File: src/rtl/fx2fp_pkg.sv
// Shared types and helpers for the fixed-point to float converter.
package fx2fp_pkg;

  typedef enum logic [2:0] {
    IDLE,
    LOAD,
    NORM,
    ROUND,
    DONE
  } state_t;

  typedef enum logic {
    RND_TRUNC,
    RND_RNE
  } rnd_t;

  // Exponent bias for an exponent field of the given width.
  function automatic int unsigned bias(input int unsigned exp_w);
    return (32'd1 << (exp_w - 1)) - 32'd1;
  endfunction

endpackage

File: src/rtl/fx2fp_round.sv
// Rounding and exponent adjust for a normalised magnitude.
// frac is the normalised magnitude without its leading 1.
module fx2fp_round
  import fx2fp_pkg::*;
#(
  parameter int IN_W  = 16,
  parameter int EXP_W = 5,
  parameter int MAN_W = 10
) (
  input  logic [IN_W-2:0]          frac,
  input  logic signed [EXP_W+1:0]  exp_in,
  input  rnd_t                     mode,
  output logic [EXP_W+MAN_W-1:0]   em_out,
  output logic                     ovf,
  output logic                     unf
);

  // Fraction padded so kept, guard and at least one sticky bit always exist.
  localparam int EXT_W = IN_W - 1 + MAN_W + 2;
  localparam logic signed [EXP_W+1:0] EXP_TOP  = (EXP_W+2)'((1 << EXP_W) - 1);
  localparam logic signed [EXP_W+1:0] EXP_ZERO = '0;

  logic [EXT_W-1:0]        ext;
  logic [MAN_W-1:0]        kept;
  logic                    guard;
  logic                    sticky;
  logic                    inc;
  logic [MAN_W:0]          sum;
  logic                    carry;
  logic signed [EXP_W+1:0] exp_r;

  // Split the fraction, apply the rounding increment and clamp flags.
  always_comb begin
    ext    = {frac, {(MAN_W+2){1'b0}}};
    kept   = ext[EXT_W-1 -: MAN_W];
    guard  = ext[EXT_W-1-MAN_W];
    sticky = |ext[EXT_W-2-MAN_W:0];
    inc    = (mode == RND_RNE) & guard & (sticky | kept[0]);
    sum    = {1'b0, kept} + {{MAN_W{1'b0}}, inc};
    carry  = sum[MAN_W];
    exp_r  = exp_in + $signed({{(EXP_W+1){1'b0}}, carry});
    ovf    = (exp_r >= EXP_TOP);
    unf    = (exp_r <= EXP_ZERO);
    // On carry-out the low mantissa bits of sum are already all zero.
    em_out = {exp_r[EXP_W-1:0], sum[MAN_W-1:0]};
  end

endmodule

File: src/rtl/fx2fp_conv.sv
// Iterative signed fixed-point to float converter, start/ack handshake.
// Normalises one bit per clock, then rounds (truncate or RNE) and packs.
module fx2fp_conv
  import fx2fp_pkg::*;
#(
  parameter int IN_W   = 16,
  parameter int FRAC_W = 8,
  parameter int EXP_W  = 5,
  parameter int MAN_W  = 10
) (
  input  logic                   clk,
  input  logic                   reset,
  input  logic                   start,
  input  logic                   rnd_mode,
  input  logic [IN_W-1:0]        fx_in,
  output logic [EXP_W+MAN_W:0]   flt_out,
  output logic                   ack,
  output logic                   busy
);

  localparam logic signed [EXP_W+1:0] EXP_INIT =
    (EXP_W+2)'(IN_W - FRAC_W - 1 + int'(bias(EXP_W)));
  localparam logic signed [EXP_W+1:0] EXP_ONE = (EXP_W+2)'(1);

  state_t                  state;
  logic [IN_W-1:0]         fx_q;
  rnd_t                    rnd_q;
  logic                    sign_q;
  logic [IN_W-1:0]         mag_q;
  logic signed [EXP_W+1:0] exp_q;

  logic [EXP_W+MAN_W-1:0]  em;
  logic                    ovf;
  logic                    unf;
  logic [EXP_W+MAN_W:0]    result;

  fx2fp_round #(
    .IN_W  (IN_W),
    .EXP_W (EXP_W),
    .MAN_W (MAN_W)
  ) u_round (
    .frac   (mag_q[IN_W-2:0]),
    .exp_in (exp_q),
    .mode   (rnd_q),
    .em_out (em),
    .ovf    (ovf),
    .unf    (unf)
  );

  // Final packing: zero magnitude, infinity and flush-to-zero cases.
  always_comb begin
    result = '0;
    if (mag_q == '0) begin
      result = '0;
    end else if (ovf) begin
      result = {sign_q, {EXP_W{1'b1}}, {MAN_W{1'b0}}};
    end else if (unf) begin
      result = {sign_q, {(EXP_W+MAN_W){1'b0}}};
    end else begin
      result = {sign_q, em};
    end
  end

  // Control FSM with capture, normalising shifter and registered outputs.
  always_ff @(posedge clk or posedge reset) begin
    if (reset) begin
      state   <= IDLE;
      fx_q    <= '0;
      rnd_q   <= RND_TRUNC;
      sign_q  <= 1'b0;
      mag_q   <= '0;
      exp_q   <= '0;
      flt_out <= '0;
      ack     <= 1'b0;
      busy    <= 1'b0;
    end else begin
      case (state)
        IDLE, DONE: begin
          if (start) begin
            fx_q  <= fx_in;
            rnd_q <= rnd_mode ? RND_RNE : RND_TRUNC;
            ack   <= 1'b0;
            busy  <= 1'b1;
            state <= LOAD;
          end
        end
        LOAD: begin
          sign_q <= fx_q[IN_W-1];
          mag_q  <= fx_q[IN_W-1] ? (~fx_q + IN_W'(1)) : fx_q;
          exp_q  <= EXP_INIT;
          // Zero also passes through NORM (exits at once) so its
          // latency matches a magnitude with no leading zeros.
          state  <= NORM;
        end
        NORM: begin
          if (mag_q[IN_W-1] || (mag_q == '0)) begin
            state <= ROUND;
          end else begin
            mag_q <= {mag_q[IN_W-2:0], 1'b0};
            exp_q <= exp_q - EXP_ONE;
          end
        end
        ROUND: begin
          flt_out <= result;
          ack     <= 1'b1;
          busy    <= 1'b0;
          state   <= DONE;
        end
        default: begin
          state <= IDLE;
        end
      endcase
    end
  end

endmodule
File: config.mk
export PLATFORM = sky130hd
export DESIGN_NAME = fx2fp_conv
export DESIGN_NICKNAME = d
export VERILOG_FILES = /design/src/rtl/fx2fp_pkg.sv /design/src/rtl/fx2fp_round.sv /design/src/rtl/fx2fp_conv.sv
export SDC_FILE = /design/constraint.sdc
export NUM_CORES = 1
export LEC_CHECK = 0
export ABC_AREA = 1
export ABC_CLOCK_PERIOD_IN_PS = 7410
export CORE_MARGIN = 3
export CORE_UTILIZATION = 50
export CTS_CLUSTER_DIAMETER = 150
export DETAILED_ROUTE_END_ITERATION = 12
export PLACE_DENSITY_LB_ADDON = 0.05
export SYNTH_ARGS = -nofsm -noshare
export SYNTH_HDL_FRONTEND = slang
export SYNTH_SLANG_ARGS = --single-unit
File: constraint.sdc
create_clock -name clk -period 7.41 [get_ports clk]
set_clock_uncertainty 0.15 [all_clocks]
set_input_delay 1.482 -clock clk [delete_from_list [all_inputs] [get_ports clk]]
set_output_delay 1.482 -clock clk [all_outputs]
set_load 0.03 [all_outputs]
After elaboration in Yosys (flattened, before gate mapping)
Cells that the tools add are included.
{"block": "op_classes", "addsub": 4, "order_cmp": 2, "n_eq_ne": 7, "n_mux": 16, "bitwise": 4, "reduce_logical": 11}
{"cell": "16-bit two-way mux", "count": 3}
{"cell": "16-bit case mux with 2 select lines", "count": 1}
{"cell": "15-bit two-way mux", "count": 2}
{"cell": "16-bit by 1-bit adder with 16-bit output (second input constant)", "count": 1}
{"cell": "16-bit logical NOT", "count": 1}
{"cell": "16-bit inverter", "count": 1}
{"cell": "7-bit case mux with 2 select lines", "count": 1}
{"cell": "3-bit case mux with 4 select lines", "count": 1}
{"cell": "10-bit by 1-bit adder with 11-bit output", "count": 1}
{"cell": "2-bit AND reduction", "count": 4}
{"cell": "7-bit by 2-bit adder with 7-bit output", "count": 1}
{"cell": "7-bit by 6-bit greater-or-equal comparator with 1-bit output (second input constant)", "count": 1}
{"cell": "7-bit by 1-bit <= comparator with 1-bit output (second input constant)", "count": 1}
{"cell": "7-bit two-way mux", "count": 1}
{"cell": "7-bit by 2-bit subtractor with 7-bit output (second input constant)", "count": 1}
{"cell": "3-bit by 2-bit equality test with 1-bit output (second input constant)", "count": 2}
{"cell": "3-bit two-way mux", "count": 2}
{"cell": "2-bit inequality test (second input constant)", "count": 3}
{"cell": "1-bit case mux with 2 select lines", "count": 2}
{"cell": "2-bit nonzero test", "count": 2}
{"cell": "4-bit OR reduction", "count": 1}
{"cell": "3-bit by 1-bit equality test with 1-bit output (second input constant)", "count": 1}
{"cell": "3-bit equality test (second input constant)", "count": 1}
{"cell": "3-bit logical NOT", "count": 1}
{"cell": "other kinds (5)", "count": 8}
{"block": "word_totals", "register_bits": 62, "input_bits": 20, "output_inout_bits": 18, "wordCells": 53}

Depth between registers and ports, before layout
Gate-level depths: netlist of the first run.
{"block": "logic_depth", "depth_word": 9, "mapped_depth": 19, "depth_no_buf": 19}

Modules after synthesis
From an unflattened synthesis of the first run, not the netlist that was laid out.
{"block": "unflattened", "hier_cells": 516, "hier_area_um2": 3664.8}
{"mod": "fx2fp_conv", "instances": 1, "cells_each": 436, "area_per_inst_um2": 3261.9, "seq_area_each_um2": 1551.5}
{"mod": "fx2fp_round", "instances": 1, "cells_each": 80, "area_per_inst_um2": 402.9, "seq_area_each_um2": 0.0}

Least setup slack after synthesis of the first run
OpenSTA, ideal clock, no wires.
{"block": "synth_timing", "kind": "flip-flop to flip-flop", "start": "register mag_q[5]", "end": "register flt_out[0]", "setup_time_ns": 0.118, "t_arrival_ns": 2.501, "required_time_ns": 7.142, "path_slack_ns": 4.641, "stages_incl_launch_ff": 20, "path_buffers": 1, "period_less_slack_ns": 2.769, "path_cell_list": "dfrtp_1 -> nand3_1 -> inv_1 -> ha_1 -> nand3_1 -> nor2_1 -> nand4_1 -> nor2_1 -> ha_1 -> ha_1 -> inv_1 -> nand2_2 -> nand2_2 -> nor2_4 -> nand3_4 -> nand2_4 -> nand2_2 -> buf_6 -> nand4_1 -> nand2_1"}
{"block": "synth_via", "elab_chain_cells": 8, "elab_cells_between_ends": 10, "cone_classes": "2 x add/sub; 2 x order compare; 3 x mux; 2 x bitwise; 1 x reduce/logical"}
{"element": "start, declared", "line": "fx2fp_conv.sv:29", "text": "logic [IN_W-1:0] mag_q;"}
{"element": "start signal, assigned", "line": "fx2fp_conv.sv:89", "text": "mag_q <= fx_q[IN_W-1] ? (~fx_q + IN_W'(1)) : fx_q;"}
{"element": "start signal, assigned", "line": "fx2fp_conv.sv:99", "text": "mag_q <= {mag_q[IN_W-2:0], 1'b0};"}
{"element": "1-bit OR", "line": "fx2fp_round.sv:38", "text": "inc = (mode == RND_RNE) & guard & (sticky | kept[0]);"}
{"element": "1-bit AND", "line": "fx2fp_round.sv:38"}
{"element": "10-bit by 1-bit adder with 11-bit output", "line": "fx2fp_round.sv:39", "text": "sum = {1'b0, kept} + {{MAN_W{1'b0}}, inc};"}
{"element": "7-bit by 2-bit adder with 7-bit output", "line": "fx2fp_round.sv:41", "text": "exp_r = exp_in + $signed({{(EXP_W+1){1'b0}}, carry});"}
{"element": "7-bit by 1-bit <= comparator with 1-bit output", "line": "fx2fp_round.sv:43", "text": "unf = (exp_r <= EXP_ZERO);"}
{"element": "15-bit two-way mux", "line": "fx2fp_conv.sv:57", "text": "end else if (unf) begin"}
{"element": "15-bit two-way mux", "line": "fx2fp_conv.sv:55", "text": "end else if (ovf) begin"}
{"element": "16-bit two-way mux *", "line": "fx2fp_conv.sv:53", "text": "if (mag_q == '0) begin"}
{"element": "end signal, assigned", "line": "fx2fp_conv.sv:104", "text": "flt_out <= result;"}
{"element": "end, declared", "line": "fx2fp_conv.sv:16", "text": "output logic [EXP_W+MAN_W:0] flt_out,"}
Every way passes the cells marked *; elsewhere a longest branch is shown, timed or not.
A chain may end at the register's enable or synchronous reset.

Final worst setup path of the first run
Same ends and word-level chain as after synthesis.

==> flow_summary_export.csv, run 1 <==
group,metric,value,unit
worst_setup_path,crit_required,7.50,ns
global_routing,use_met3,0.0366,
floorplanning,std_cell_rows,30,
cts,clk_pin_slew_worst_paths,0.07,ns
global_routing,busiest_layer,"met2",
worst_setup_path,reg2reg_setup_slack,4.25,ns
placed_design,hpwl,5.95,mm
cells_and_area,seqCellArea,0.00155,mm²
global_routing,met1_usage,0.277,
cells_and_area,antenna_cells,0,
run,drv_cap,0,
worst_setup_path,cp_num_cells,16,
cts,hold_buffers,0,
floorplanning,die_y,92.4,µm
timing,finalHoldViolations,0,
floorplanning,io_pins,38,
logic_synthesis,synthFlopType,"dfrtp_1",
timing,post-route-min-period,3.16,ns
route,drtIter0Drc,174,
placed_design,port_buffers,37,
placed_design,gpl.final_weighted_congestion,0.886,
pwr,power_density,443,mW/mm²
cells_and_area,multi_input_area,0.00184,mm²
cells_and_area,fill_cells,691,
worst_setup_path,crit_top_cell,"ha_1",
cells_and_area,drive_above_1_share,0.0943,
pwr,peakVddDrop,0.000184,V
route,wl_per_cell,12.9,µm
worst_setup_path,cp_top_family,"simple AND/OR/NAND/NOR gates",
cts,root_buffer,"clkbuf_8",
logic_synthesis,ys_seq_area_frac,0.416,
route,dr_total_vias,3321,
global_routing,use_met2,0.353,
hold_path,hold_depth,2,
cells_and_area,layout.cells.non_filler,637,
worst_setup_path,slowest_delay,0.41,ns
logic_synthesis,mappedNetlistArea,0.00373,mm²
logic_synthesis,yosysTopAreaCellShare,0.416,
route,final_antenna_net_count,0,
worst_setup_path,arrival,3.24,ns
timing,setup_viol,0,
global_routing,grt_pass1_vias,3209,
worst_setup_path,crit_fanout,11,
cts,ctsResizeCount,0,
logic_synthesis,synth_edf_count,0,
worst_setup_path,critical_path_buf_inv_count,2,
worst_setup_path,worstSetupEndpointType,"flop",
cts,cts_setup_buffers,0,
route,drc_errors,0,
outcome,status,"finished, final reports clean",
logic_synthesis,synth_fp_nets,529,
pwr,p_leak,0.00212,µW
timing,fmaxAchievable,317,MHz
floorplanning,die_area,0.00854,mm²
logic_synthesis,synth.largest_area_cell,"dfrtp_1",
logic_synthesis,yosysMostFrequentCell,"nand2_1",
global_routing,antenna_found_initial,0,
cts,numCtsBuffers,9,
logic_synthesis,ys_top_cells_by_area,"dfrtp_1, nand2_1, nand3_1, inv_1, o21ai_0",
global_routing,grt_max_degree,63,
timing,final_max_slew_viol_count,0,
hold_path,hold_path_end,"flt_out[4]$_DFFE_PP0P_",
global_routing,track_usage,0.212,
floorplanning,coreArea,0.00702,mm²
cts,htree_levels,3,
floorplanning,die_w,92.4,µm
timing,finalSetupTns,0,ns
logic_synthesis,synth_common_cells,"nand2_1, dfrtp_1, nand3_1",
worst_setup_path,r2r_cells,16,
hold_path,worstHoldStart,"flt_out[4]$_DFFE_PP0P_",
cts,worstSkewPairLatency,0.35,ns
cells_and_area,syn_to_final_growth,15.4,%
worst_setup_path,reg2reg_from,"mag_q[5]$_DFFE_PP0P_",
logic_synthesis,synth-seq-cells,62,
cells_and_area,fin_nets,561,
hold_path,hold_class,"reg -> reg",
timing,min_period_over_period,0.426,
timing,slew_headroom,0.480,
placed_design,placed_cells_incl_taps,621,
floorplanning,initial_core_util,0.532,
timing,rsz0062_at_grt,"no",
logic_synthesis,yosys.cell_types.count,33,
route,dr.pass1.iters,4,
route,vias_per_cell,5.21,
worst_setup_path,critPathKind,"reg -> reg",
worst_setup_path,crit_slowest_cell,"dfrtp_1",
worst_setup_path,startpoint_type,"flop",
logic_synthesis,synth_cells,504,
cts,cts.path.max_buffers,2,
cts,cts_tree,"done",
logic_synthesis,avgSynthCellArea,7.41,µm²
logic_synthesis,yosysWarnings,0,
route,routed_wirelength,8.24,mm
global_routing,grt_overflow,0,
worst_setup_path,cp_cell_sequence,"nand3_1 -> inv_1 -> ha_1 -> nand3_1 -> nor2_1 -> nand4_1 -> nor2_1 -> ha_1 -> ha_1 -> nand2_4 -> inv_4 -> nand3_4 -> xor2_1 -> nand2_2 -> nand4_1 -> nand2_1",
logic_synthesis,async_flop_share,1.00,
worst_setup_path,r2r_end,"flt_out[0]$_DFFE_PP0P_",
timing,worst_pin_slew,0.780,ns
global_routing,grt_pass1_wl,14.6,mm
cts,cts_sinks,62,
## registers in the layout, indices dropped and copies added, names as in the netlist
| register | flops |
|---|---|
| flt_out | 16 |
| fx_q | 16 |
| mag_q | 16 |
| exp_q | 7 |
| state | 3 |
| ack | 1 |
| busy | 1 |
| rnd_q | 1 |
| sign_q | 1 |
## worst max path at each step
| stage | start | to | slack, ns |
|---|---|---|---|
| 6_report | mag_q[5]$_DFFE_PP0P_ | flt_out[0]$_DFFE_PP0P_ | 4.25 |
| 3_3_place_gp | start | rnd_q$_DFFE_PP0P_ | 4.07 |
| 5_1_grt | mag_q[5]$_DFFE_PP0P_ | flt_out[4]$_DFFE_PP0P_ | 3.86 |
| 3_5_place_dp | start | fx_q[14]$_DFFE_PP0P_ | 4.05 |
| 2_1_floorplan | reset | ack$_DFFE_PP0P_ | 4.24 |
| 4_1_cts | mag_q[5]$_DFFE_PP0P_ | flt_out[0]$_DFFE_PP0P_ | 4.27 |
## layer usage
metal,wire length [µm],up-vias
met5,0,-
met4,130,0
met3,343,12
met2,3860,75
met1,3910,1543
li1,-,1691
## report_power, final
part	total (µW)	switching (µW)	leakage [µW]	internal [µW]
clock	307	135	0.000106	172
combinational	954	616	0.00124	338
sequential	647	154	0.000780	494
total	1910	905	0.00212	1000
## through the flow
stage               worst slack (ns)  instance area, µm²  utilization  power [µW]  hold slack [ns]
detailed placement              4.05                4110        0.585        1600            0.316
global placement                4.07                4110        0.585        1580            0.305
CTS                             4.27                4310        0.614        1920            0.334
global route                    3.86                4310        0.614        2090            0.365
floorplan                       4.24                3730            -        1390            0.320
finish                          4.25                4310        0.614        1910            0.329
## worst reg2reg max path, cell delays in order, from the launching register on
cell     delay (ns)
dfrtp_1        0.41
nand3_1        0.11
inv_1          0.14
ha_1           0.20
nand3_1        0.11
nor2_1         0.21
nand4_1        0.15
nor2_1         0.15
ha_1           0.24
ha_1           0.30
nand2_4        0.09
inv_4          0.08
nand3_4        0.07
xor2_1         0.24
nand2_2        0.20
nand4_1        0.14
nand2_1        0.05
## final cells by class
cell class              count  area share
multi-input cells         367       0.427
flip-flops and latches     62       0.360
repair buffers             38      0.0877
inverters                  58      0.0511
clock buffers              12      0.0360
well taps                  96      0.0279
clock inverters             4      0.0105
## kinds of logic after synthesis
family,count (synthesis),synth area share
AND/OR/NAND/NOR,298,0.374
buffers and inverters,75,0.0918
flip-flops,62,0.416
AO/OA/AOI/OAI,54,0.0767
XOR/XNOR,10,0.0255
adder cells (fa/ha/maj),5,0.0168
## placed cells by master, fill, tap and decap left out, types with 9 or more instances in the layout
master / synthesis / layout
clkdlybuf4s50_1: 0 / 37
dfrtp_1: 62 / 62
nor2_1: 35 / 35
inv_2: 10 / 11
xor2_1: 9 / 9
nand4_1: 22 / 22
o21ai_0: 28 / 28
o21ai_1: 16 / 16
nand2_1: 165 / 165
nand3_1: 51 / 51
clkbuf_8: 0 / 11
inv_1: 47 / 46
Note: power is estimated with default switching activity, not from simulation.
==> run 2: changes to the inputs <==
--- a/config.mk
+++ b/config.mk
@@ -6,7 +6,7 @@
 export NUM_CORES = 1
 export LEC_CHECK = 0
 export ABC_AREA = 1
-export ABC_CLOCK_PERIOD_IN_PS = 7410
+export ABC_CLOCK_PERIOD_IN_PS = 3190
 export CORE_MARGIN = 3
 export CORE_UTILIZATION = 50
 export CTS_CLUSTER_DIAMETER = 150
==> constraint.sdc (replaced) <==
create_clock -name clk -period 3.19 [get_ports clk]
set_clock_uncertainty 0.15 [all_clocks]
set_input_delay 0.638 -clock clk [delete_from_list [all_inputs] [get_ports clk]]
set_output_delay 0.638 -clock clk [all_outputs]
set_load 0.03 [all_outputs]
==> run 2 against run 1 <==
Against the previous run:
- final cell count rose by 0.31%
- clock power rose by 150%
- critical path depth rose by 1
- sequential power grew 130%
- hold slack barely moved
- sequential cell count did not move
- non-clock buffer count grew 2
- critical endpoint is now flt_out[8]$_DFFE_PP0P_
- setup slack lost 4.0 ns
- fmax rose by 8.5%
==> flow_summary_export.csv, run 2 (same netlist as run 1, synthesis figures left out) <==
group,metric,value,unit
global_routing,antenna_found_initial,0,
timing,layout_setup_ws,0.283,ns
worst_setup_path,slowest_delay,0.38,ns
route,drtIter0Drc,160,
worst_setup_path,startpoint_type,"flop",
timing,whs,0.328,ns
floorplanning,std_cell_rows,30,
timing,final_max_slew_viol_count,0,
cells_and_area,layout_commonest_cell,"nand2_1",
worst_setup_path,crit_slowest_cell,"dfrtp_1",
cts,worstSkewPairLatency,0.34,ns
floorplanning,io_pins,38,
worst_setup_path,arrival,2.99,ns
pwr,peakVddDrop,0.000373,V
floorplanning,die_area,0.00854,mm²
worst_setup_path,cp_cell_sequence,"nand3_1 -> inv_2 -> ha_1 -> nand3_1 -> nor2_2 -> nand4_1 -> nor2_1 -> ha_2 -> ha_4 -> nor2_1 -> inv_1 -> nor2_1 -> nand3_1 -> nor2_1 -> nor2_4 -> nand4_1 -> nand2_1",
global_routing,use_met3,0.0398,
pwr,p_leak,0.00214,µW
cells_and_area,fin_nets,563,
worst_setup_path,critPathKind,"reg -> reg",
floorplanning,coreArea,0.00702,mm²
cells_and_area,largestRegisters,"flt_out: 16 flops, fx_q: 16 flops, mag_q: 16 flops",
global_routing,use_met2,0.322,
cells_and_area,antenna_cells,0,
timing,fmaxAchievable,344,MHz
worst_setup_path,crit_fanout,10,
route,dr_total_vias,3268,
global_routing,grt_max_degree,35,
cts,cts_tree,"done",
cells_and_area,utilization,0.624,
placed_design,dp_slack,0.0424,ns
cts,clk_pin_slew_worst_paths,0.07,ns
placed_design,gpl.final_weighted_congestion,0.871,
global_routing,grt_overflow,0,
placed_design,place_area,0.00413,mm²
global_routing,busiest_layer,"met2",
placed_design,port_buffers,37,
floorplanning,die_w,92.4,µm
timing,finalSetupTns,0,ns
route,vias_per_cell,5.11,
timing,slew_headroom,0.555,
pwr,power_density,1030,mW/mm²
outcome,status,"finished, final reports clean",
floorplanning,die_y,92.4,µm
cells_and_area,design_area,0.00438,mm²
route,drc_errors,0,
worst_setup_path,crit_top_cell,"nor2_1",
global_routing,track_usage,0.202,
route,routed_wirelength,7.95,mm
timing,finalHoldViolations,0,
cts,root_buffer,"clkbuf_8",
cells_and_area,syn_to_final_growth,17.2,%
worst_setup_path,worstSetupEndpointType,"flop",
placed_design,hpwl,5.84,mm
timing,post-route-min-period,2.91,ns
hold_path,hold_class,"reg -> reg",
cells_and_area,drive_above_1_share,0.105,
route,dr.pass1.iters,4,
cts,cts.path.max_buffers,2,
cts,numCtsBuffers,9,
cells_and_area,final_cell_mix,"nand2_1, dfrtp_1, nand3_1",
cts,cts_sinks,62,
cts,hold_buffers,0,
cts,htree_levels,3,
timing,min_period_over_period,0.911,
floorplanning,initial_core_util,0.532,
route,final_antenna_net_count,0,
global_routing,grt_pass1_vias,2979,
route,wl_per_cell,12.4,µm
timing,worst_pin_slew,0.667,ns
global_routing,met1_usage,0.275,
run,drv_cap,0,
timing,setup_viol,0,
global_routing,grt_pass1_wl,13.8,mm
worst_setup_path,crit_required,3.27,ns
-- run 2: metrics by stage --
stage	cells	total power, µW
finish	639	4500
global route	639	4920
CTS	638	4510
detailed placement	622	3730
global placement	622	3680
floorplan	504	3220
-- run 2: final timing paths --
path / startpoint / endpoint / slack [ns] / cells past startpoint
setup / recovery: mag_q[5]$_DFFE_PP0P_ / flt_out[8]$_DFFE_PP0P_ / 0.28 / 17
hold / removal: flt_out[5]$_DFFE_PP0P_ / flt_out[5]$_DFFE_PP0P_ / 0.33 / 2
setup reg to reg: mag_q[5]$_DFFE_PP0P_ / flt_out[8]$_DFFE_PP0P_ / 0.28 / 17
hold reg to reg: flt_out[5]$_DFFE_PP0P_ / flt_out[5]$_DFFE_PP0P_ / 0.33 / 2
max in group asynchronous: reset / fx_q[6]$_DFFE_PP0P_ / 1.72 / 3
min in group asynchronous: reset / flt_out[8]$_DFFE_PP0P_ / 0.56 / 2
-- run 2: critical path: cells and delay by family (launching register included) --
family	cells	cell delay [ns]
buffers and inverters	2	0.16
flip-flops	1	0.38
AND/OR/NAND/NOR	12	1.44
adder cells (fa/ha/maj)	3	0.66
-- run 2: layout make-up --
type,count,area [µm²]
fill,661,2640
multi-input combinational,367,1860
sequential,62,1550
timing repair buffer,40,405
inverter,58,220
clock buffer,12,145
tap,96,120
clock inverter,4,70.1
-- run 2: where the power goes --
| group | leakage, µW | total [µW] | switching (µW) | internal [µW] |
|---|---|---|---|---|
| clock | 0.000110 | 766 | 306 | 459 |
| sequential | 0.000780 | 1460 | 316 | 1150 |
| combinational | 0.00125 | 2270 | 1470 | 799 |
| total | 0.00214 | 4500 | 2090 | 2410 |
-- run 2: routing by layer --
| metal | vias up | part of all wire |
|---|---|---|
| met3 | 10 | 0.051 |
| met4 | 0 | 0.011 |
| met1 | 1483 | 0.47 |
| met5 | - | 0 |
| li1 | 1702 | - |
| met2 | 73 | 0.47 |
-- run 2: repair_timing --
item / in CTS / in global routing
buffers inserted: 0 / 1
resized for setup: 0 / 6
endpoints found under the setup margin: 0 / 15
endpoints found under the hold margin: 0 / 0
